File: src/rtl/result_frame_tx_pkg.sv
// Shared constants and types for the inference result frame transmitter.
// Frame: SOF, digit, little-endian class scores, XOR checksum.
package result_frame_tx_pkg;

    localparam logic [7:0] RESULT_SOF = 8'hA5;
    localparam int SCORE_W = 32;
    localparam int NUM_CLASSES_DEF = 10;
    localparam int SCORE_BYTES_DEF = 4;
    localparam int BUSY_WAIT_DEF = 4;
    localparam int RESULT_FRAME_LEN = 2 + NUM_CLASSES_DEF * SCORE_BYTES_DEF + 1;
    localparam int CHK_IDX = RESULT_FRAME_LEN - 1;

    typedef enum logic [1:0] {
        ST_IDLE,
        ST_ARB,
        ST_WAIT_HI,
        ST_WAIT_LO
    } tx_state_e;

    function automatic int chk_pos(input int nc, input int sb);
        return 2 + nc * sb;
    endfunction

endpackage

File: src/rtl/result_frame_mux.sv
// Frame byte selector: maps a byte index onto SOF, digit, score bytes
// or checksum. Score bytes come from a shift of the snapshot, no divider.
module result_frame_mux
    import result_frame_tx_pkg::*;
#(
    parameter logic [7:0] SOF_BYTE = RESULT_SOF,
    parameter int NUM_CLASSES = NUM_CLASSES_DEF,
    parameter int SCORE_BYTES = SCORE_BYTES_DEF,
    parameter int IDX_W = 6
) (
    input  logic [IDX_W-1:0]                     idx,
    input  logic [3:0]                           digit,
    input  logic [NUM_CLASSES*SCORE_BYTES*8-1:0] scores,
    input  logic [7:0]                           chk,
    output logic [7:0]                           data
);

    localparam int SW = NUM_CLASSES * SCORE_BYTES * 8;
    localparam int CHK_POS = chk_pos(NUM_CLASSES, SCORE_BYTES);

    logic [IDX_W-1:0] sel;
    logic [SW-1:0]    shifted;

    // Flattened scores are already little-endian per class, so byte
    // (idx-2) of the vector is exactly class (idx-2)/4, byte (idx-2)%4.
    assign sel = idx - IDX_W'(2);
    assign shifted = scores >> {sel, 3'b000};

    always_comb begin
        data = chk;
        unique case (1'b1)
            (idx == '0):
                data = SOF_BYTE;
            (idx == IDX_W'(1)):
                data = {4'h0, digit};
            (idx >= IDX_W'(2) && idx < IDX_W'(CHK_POS)):
                data = shifted[7:0];
            default:
                data = chk;
        endcase
    end

endmodule

File: src/rtl/result_frame_tx.sv
// Autonomous result frame transmitter: snapshots digit and scores on
// start and serialises a checksummed frame through the uart_tx handshake.
module result_frame_tx
    import result_frame_tx_pkg::*;
#(
    parameter logic [7:0] SOF_BYTE = RESULT_SOF,
    parameter int NUM_CLASSES = NUM_CLASSES_DEF,
    parameter int SCORE_BYTES = SCORE_BYTES_DEF,
    parameter int BUSY_WAIT = BUSY_WAIT_DEF
) (
    input  logic                                 clk,
    input  logic                                 rst,
    input  logic                                 start,
    input  logic [3:0]                           digit_in,
    input  logic [NUM_CLASSES*SCORE_BYTES*8-1:0] scores_in,
    input  logic                                 tx_grant,
    input  logic                                 tx_busy,
    output logic [7:0]                           tx_data,
    output logic                                 tx_send,
    output logic                                 busy,
    output logic                                 frame_done
);

    localparam int SW = NUM_CLASSES * SCORE_BYTES * 8;
    localparam int CHK_POS = chk_pos(NUM_CLASSES, SCORE_BYTES);
    localparam int IDX_W = $clog2(CHK_POS + 1);
    localparam int WC_W = $clog2(BUSY_WAIT + 1);

    tx_state_e        state_q;
    tx_state_e        state_d;
    logic [IDX_W-1:0] idx_q;
    logic [7:0]       chk_q;
    logic [WC_W-1:0]  wcnt_q;
    logic [7:0]       data_q;
    logic             done_q;

    logic [3:0]       cur_digit_q;
    logic [SW-1:0]    cur_scores_q;
    logic             pend_q;
    logic [3:0]       pend_digit_q;
    logic [SW-1:0]    pend_scores_q;

    logic [7:0]       byte_now;
    logic             send;
    logic             last;
    logic             accepted;
    logic             finish;
    logic             load_new;
    logic             load_next;
    logic             chk_byte;

    result_frame_mux #(
        .SOF_BYTE    (SOF_BYTE),
        .NUM_CLASSES (NUM_CLASSES),
        .SCORE_BYTES (SCORE_BYTES),
        .IDX_W       (IDX_W)
    ) u_mux (
        .idx    (idx_q),
        .digit  (cur_digit_q),
        .scores (cur_scores_q),
        .chk    (chk_q),
        .data   (byte_now)
    );

    // Strobe is combinational so it can never fire against a lost grant
    // or a busy transmitter in the same cycle.
    assign send = (state_q == ST_ARB) && tx_grant && !tx_busy;
    assign last = (idx_q == IDX_W'(CHK_POS));
    assign accepted = (state_q == ST_WAIT_LO) && !tx_busy;
    assign finish = accepted && last;
    assign load_new = (state_q == ST_IDLE) && start;
    assign load_next = finish && (pend_q || start);
    assign chk_byte = (idx_q != '0) && !last;

    assign tx_send = send;
    assign tx_data = send ? byte_now : data_q;
    assign busy = (state_q != ST_IDLE);
    assign frame_done = done_q;

    always_comb begin
        state_d = state_q;
        unique case (state_q)
            ST_IDLE: begin
                if (start) state_d = ST_ARB;
            end
            ST_ARB: begin
                if (send) state_d = ST_WAIT_HI;
            end
            ST_WAIT_HI: begin
                if (tx_busy || wcnt_q == WC_W'(BUSY_WAIT - 1))
                    state_d = ST_WAIT_LO;
            end
            ST_WAIT_LO: begin
                if (accepted) begin
                    if (!last) state_d = ST_ARB;
                    else if (pend_q || start) state_d = ST_ARB;
                    else state_d = ST_IDLE;
                end
            end
            default: state_d = ST_IDLE;
        endcase
    end

    always_ff @(posedge clk or negedge rst) begin
        if (!rst) begin
            state_q <= ST_IDLE;
            idx_q <= '0;
            chk_q <= '0;
            wcnt_q <= '0;
            data_q <= '0;
            done_q <= 1'b0;
        end else begin
            state_q <= state_d;
            done_q <= finish;
            if (state_q == ST_WAIT_HI) wcnt_q <= wcnt_q + WC_W'(1);
            else wcnt_q <= '0;
            if (send) begin
                data_q <= byte_now;
                if (chk_byte) chk_q <= chk_q ^ byte_now;
            end
            if (load_new || load_next) begin
                idx_q <= '0;
                chk_q <= '0;
            end else if (accepted && !last) begin
                idx_q <= idx_q + IDX_W'(1);
            end
        end
    end

    // Active and pending snapshots; a start during a frame (or on its
    // final cycle) overwrites the pending copy, so the newest wins.
    always_ff @(posedge clk or negedge rst) begin
        if (!rst) begin
            cur_digit_q <= '0;
            cur_scores_q <= '0;
            pend_q <= 1'b0;
            pend_digit_q <= '0;
            pend_scores_q <= '0;
        end else begin
            if (load_new || (load_next && start)) begin
                cur_digit_q <= digit_in;
                cur_scores_q <= scores_in;
            end else if (load_next) begin
                cur_digit_q <= pend_digit_q;
                cur_scores_q <= pend_scores_q;
            end
            if (load_next) begin
                pend_q <= 1'b0;
            end else if (start && state_q != ST_IDLE) begin
                pend_q <= 1'b1;
                pend_digit_q <= digit_in;
                pend_scores_q <= scores_in;
            end
        end
    end

endmodule

File: config.mk
export PLATFORM = sky130hd
export DESIGN_NAME = result_frame_tx
export DESIGN_NICKNAME = d
export VERILOG_FILES = /design/src/rtl/result_frame_tx_pkg.sv /design/src/rtl/result_frame_mux.sv /design/src/rtl/result_frame_tx.sv
export SDC_FILE = /design/constraint.sdc
export NUM_CORES = 1
export LEC_CHECK = 0
export ABC_AREA = 1
export ABC_CLOCK_PERIOD_IN_PS = 7200
export BUFFER_PORTS_ARGS = -buffer_cell sky130_fd_sc_hd__buf_4
export CORE_MARGIN = 1.5
export CORE_UTILIZATION = 30
export DETAILED_ROUTE_END_ITERATION = 8
export GPL_ROUTABILITY_DRIVEN = 0
export MAX_ROUTING_LAYER = met4
export SYNTH_ARGS = -nofsm -noshare
export SYNTH_HDL_FRONTEND = slang
export SYNTH_HIERARCHICAL = 1
export SYNTH_SLANG_ARGS = --single-unit
File: constraint.sdc
create_clock -name clk -period 7.2 [get_ports clk]
set_input_delay 1.44 -clock clk [delete_from_list [all_inputs] [get_ports clk]]
set_output_delay 1.44 -clock clk [all_outputs]
set_load 0.1 [all_outputs]
# == Word-level counts from Yosys, hierarchy flattened ==
# Index checks and enable logic that the tools add are counted.
# word_totals
reg_bits,677
latch_bits,0
ram_bits,0
romBits,0
wordCells,79
mem_count,0
# op_classes
add_sub_neg,3
n_mul,0
div,0
n_lt_le_gt_ge,2
n_eq_ne,10
shifts,1
n_mux,21
n_bitwise,2
reduce_logical,29
# op_table
cell,count
2-to-1 mux 320 bit,2
>> shifter 320 x 9 -> 8 bit,1
2-to-1 mux 8 bit,4
one-hot mux 8 bit (3 select lines),1
2-to-1 mux 6 bit,2
nonzero test 2 bit,6
logical AND 1 bit,11
2-to-1 mux 2 bit,4
2-to-1 mux 4 bit,2
"!= test 2 bit, second input constant",4
one-hot mux 2 bit (4 select lines),1
bitwise XOR 8 bit,1
"adder 6 x 1 -> 6 bit, second input constant",1
"== test 6 x 1 -> 1 bit, second input constant",1
"== test 6 bit, second input constant",1
">= comparator 6 x 2 -> 1 bit, second input constant",1
zero test 6 bit,1
"< comparator 6 bit, second input constant",1
nonzero test 6 bit,1
"subtractor 6 x 2 -> 6 bit, second input constant",1
"== test 2 bit, second input constant",2
logical OR 1 bit,4
2-to-1 mux 1 bit,4
AND reduction 2 bit,2
other kinds (8),9

# == Logic depth before layout (Yosys ltp) ==
# logic_depth
word_depth,7
depth_mapped,19
ltp_nobuf,15

# == Modules after synthesis ==
# The synthesis kept the hierarchy.
# by_module_without_submodules
mod,n_inst,cells_per_inst,area_per_inst_um2,seq_area_each_um2
result_frame_tx,1,3722,31576.5,16941.2
result_frame_mux,1,710,3243.1,0.0

# == Worst setup path before layout ==
# OpenSTA, ideal clock, no wires.
# synth_timing
path_kind,flip-flop to output port
start,register idx_q[1]
end,output tx_data[0]
arrival_time_ns,4.456
path_slack_ns,1.304
stages_incl_launch_ff,17
path_cell_list,dfrtp_1 > buf_4 > inv_2 > buf_2 > ha_1 > clkbuf_1 > inv_1 > buf_2 > clkbuf_1 > nand2_1 > nand2_1 > nand2_1 > nand2_1 > nand2_1 > a21oi_1 > inv_1 > o21ai_0
# synth_via
elab_chain_len,4
elab_cells_between_ends,9
cone_classes,1 x add/sub; 2 x order compare; 1 x eq/ne; 1 x shift; 2 x mux; 2 x reduce/logical
# synth_lines
item,line_no,rtl
"start, declared",result_frame_tx.sv:31,logic [IDX_W-1:0] idx_q;
"start signal, assigned",result_frame_tx.sv:125,idx_q <= idx_q + IDX_W'(1);
subtractor 6 x 2 -> 6 bit (tied with other cells),result_frame_mux.sv:26,assign sel = idx - IDX_W'(2);
>> shifter 320 x 9 -> 8 bit / logical AND 1 bit (equally long branches),"result_frame_mux.sv:27, result_frame_mux.sv:36",
one-hot mux 8 bit (3 select lines) *,result_frame_mux.sv:31,unique case (1'b1)
via byte_now[0],result_frame_tx.sv:43,logic [7:0] byte_now;
2-to-1 mux 8 bit *,-,
"end, declared",result_frame_tx.sv:18,"output logic [7:0] tx_data,"
# The timed path passes the listed nets; every way through them passes the cells marked *.

# == Final worst setup path ==
# layout_timing
start,register idx_q[0]
end,output tx_data[6]
# Same word-level chain as after synthesis.

==> run metrics <==
status complete, no violations; routed length per placed instance 20.43 um; average vias per placed instance 5.120; crit path capture type output pin; number of antenna violations at the first check in global routing 19; cell taking the most area after synthesis dfrtp_1; overall die width 343.7 um; proportion of power drawn by flip-flops and latches 0.383; total wire length 125500 um; cell row count 124; number of iterations in the first detailed-routing pass 7; slack of the worst reg-to-reg path 2.97 ns; area of the die 0.1181 sq mm; Max clock buf depth 3; Static Leakage 19.97 nW; FF+latch count, synth 677; via count of the routed design 31460; Setup Slack @ Placement 1.546 ns; biggest fanout along the worst timing path 87; clk_lat worst skew 0.65 ns; core footprint 0.1147 sq mm; clock tree from TritonCTS yes; Clock H-tree levels 3; maximum vdd drop 0.3208 mV; Worst Tran Pin Value 1.185 ns; Synth async-reset ratio 1.000; clock share of power 0.246; post-synthesis area per instance 7.856 sq um; Nets 4888; minimum setup slack in the final design 0.8087 ns; setup repair after global routing missed its margin false; ratio of cells with drive above 1 in the final layout 0.1151; area of the mapped netlist 0.03482 sq mm; count of filler cells inserted in the layout 11890; net switching share of the total power 0.4078; Final setup violation count 0; Hold Violations, Final 0; P_int 0.01056 W; Gates resized, CTS repair 0; clock tree sinks 677; arrival time reported for the critical path endpoint 4.95 ns; number of instances in the synthesized netlist 4432; relative max-transition margin 0.2100; kind of launch point of the worst setup path flip-flop; net switching power figure 0.007271 W; largest net degree at the start of global routing 187; I/O pins 340; DRC viols 0; part of the Yosys area used for sequential elements 0.4865; worst endpoint required time 5.76 ns; leading register cell type out of synthesis dfrtp_1; number of DRC markers after the initial detailed-route iteration 3306; via count of the first global-routing pass 29510; Port Buffers 339; final setup skew 0.02756 ns; critical path type reg2out; crit path time final 6.391 ns; Mapped Nets 4773; setup TNS 0 ns; Inserted Clock Buffers 81; wire length of the first global-routing pass 188100 um; total count of max-transition violations in the final report 0; ANT nets after route 0; Vert. Die Dim 343.7 um; Yosys warnings 6; PD cells 437.5 mW/mm^2; Hold Path Class reg2reg; Initial Util 0.3037; global route overflow 0; hold buffer count at cts 0; Synth area leaders dfrtp_1 (49%), nand3_1 (15%), nand2_1 (10%); Post CTS Setup Buffer Count 0; global routing usage summed across all routing layers 0.2146; Fmax achieved 156.5 MHz; number of unique standard cell types used by synthesis 34; final core area utilization 0.3555; area share of the largest cell type after synthesis 0.4865; number of synthesized flops with an enable pin 0; Layout Area Growth over Synthesis 17.06%; Gate power share 0.371; dpl hpwl 80260 um; Maximum Capacitance Violations 0; post-route fraction of the period consumed by the critical path 0.8877; root buf cell clkbuf_16; Clock transition at path regs 0.06 ns; Hold WS 0.4394 ns
## cells in the final DEF, fill, tap and decap left out, types with 4 or more instances in the layout
cell | synthesis | layout
ha_1 | 12 | 11
buf_4 | 18 | 359
diode_2 | 0 | 19
nor3_1 | 4 | 4
nor2_1 | 477 | 476
clkbuf_1 | 115 | 16
buf_12 | 0 | 13
nand2_1 | 923 | 922
nand4_1 | 34 | 34
a211oi_1 | 4 | 4
clkinv_2 | 0 | 14
a221oi_1 | 6 | 6
a21oi_1 | 40 | 40
inv_1 | 395 | 394
o21a_1 | 324 | 324
clkbuf_8 | 0 | 22
o21ai_0 | 74 | 74
dfrtp_1 | 677 | 675
nand3_1 | 1073 | 1071
o211ai_1 | 26 | 26
bufinv_16 | 0 | 8
clkbuf_16 | 0 | 85
## flip-flops by register name, indices dropped and copies added (netlist names)
signal and count:
cur_scores_q 320, pend_scores_q 320, chk_q 8, data_q 8
idx_q 6, cur_digit_q 4, pend_digit_q 4, wcnt_q 3
state_q 2, frame_done 1, pend_q 1
## power by group through the flow
stage / Clock, W / Combinational [W] / Sequential, W
final: 0.00439 / 0.00661 / 0.00684
after floorplan: 0 / 0.00521 / 0.00613
after CTS: 0.00444 / 0.00659 / 0.00681
after global placement: 0 / 0.00644 / 0.00686
after detailed placement: 0 / 0.00654 / 0.00685
after global routing: 0.00459 / 0.00740 / 0.00696
## stage by stage
stage	instance area [sq um]	std cells	total power, W
6_report	40760	6144	0.01783
5_1_grt	40750	6141	0.01895
4_1_cts	40710	6125	0.01784
3_5_place_dp	37870	5976	0.01340
3_3_place_gp	37870	5976	0.01329
2_1_floorplan	34820	4432	0.01135
## per-layer routing
layer | vias up | GRT usage | share of wire
li1 | 14670 | - | -
met1 | 15460 | 0.2810 | 0.42
met2 | 1147 | 0.3336 | 0.47
met3 | 188 | 0.03901 | 0.075
met4 | 0 | 0.07149 | 0.030
met5 | - | - | 0
## logic make-up after synthesis
logic type | count (synthesis) | share of synthesized area
flops | 677 | 0.4865
buf+inv | 742 | 0.09842
fa+ha+maj | 12 | 0.004312
simple gates | 2520 | 0.3141
xor+xnor | 3 | 0.001725
compound gates | 478 | 0.09487
## critical path, cell delays in order (launching register included)
cell and delay (ns):
dfrtp_4 0.62, inv_4 0.40, nor2_4 0.93, buf_4 0.41, nand2_1 0.09, o211ai_1 0.11, nand3_1 0.10, nand3_1 0.19
nand3_1 0.17, nand2_1 0.11, nand2_1 0.05, nand2_1 0.10, inv_1 0.06, o21ai_0 0.49, buf_4 0.40
## final cells by class
| class | instances | area [sq um] | area share |
|---|---|---|---|
| inverter | 400 | 1508 | 0.03699 |
| clock buffer | 123 | 2490 | 0.06109 |
| multi-input combinational | 3013 | 14540 | 0.3567 |
| antenna | 19 | 47.55 | 0.001167 |
| timing repair buffer | 374 | 2985 | 0.07324 |
| clock inverter | 26 | 349.1 | 0.008565 |
| sequential | 677 | 16950 | 0.4158 |
| tap | 1512 | 1892 | 0.04641 |
## cells in the mapped netlist, drive strengths merged, types with 2 or more instances
| cell type | instances |
|---|---|
| buf | 227 |
| nand4 | 34 |
| clkbuf | 115 |
| a221oi | 6 |
| o21a | 324 |
| nand3 | 1074 |
| nor2 | 479 |
| nor3 | 5 |
| inv | 400 |
| dfrtp | 677 |
| nand2 | 927 |
| xor2 | 2 |
| ha | 12 |
| o21ai | 76 |
| a21oi | 40 |
| o211ai | 26 |
| a211oi | 4 |
## final timing paths
kind                       startpoint           endpoint  cells after the start
max                          idx_q[0]         tx_data[6]                     14
min                         wcnt_q[0]          wcnt_q[0]                      1
max reg2reg                  idx_q[1]  cur_scores_q[202]                      9
min reg2reg                 wcnt_q[0]          wcnt_q[0]                      1
max in group asynchronous         rst  cur_scores_q[234]                      2
min in group asynchronous         rst  cur_scores_q[316]                      1
No activity file was read; power rests on OpenSTA's default activity.
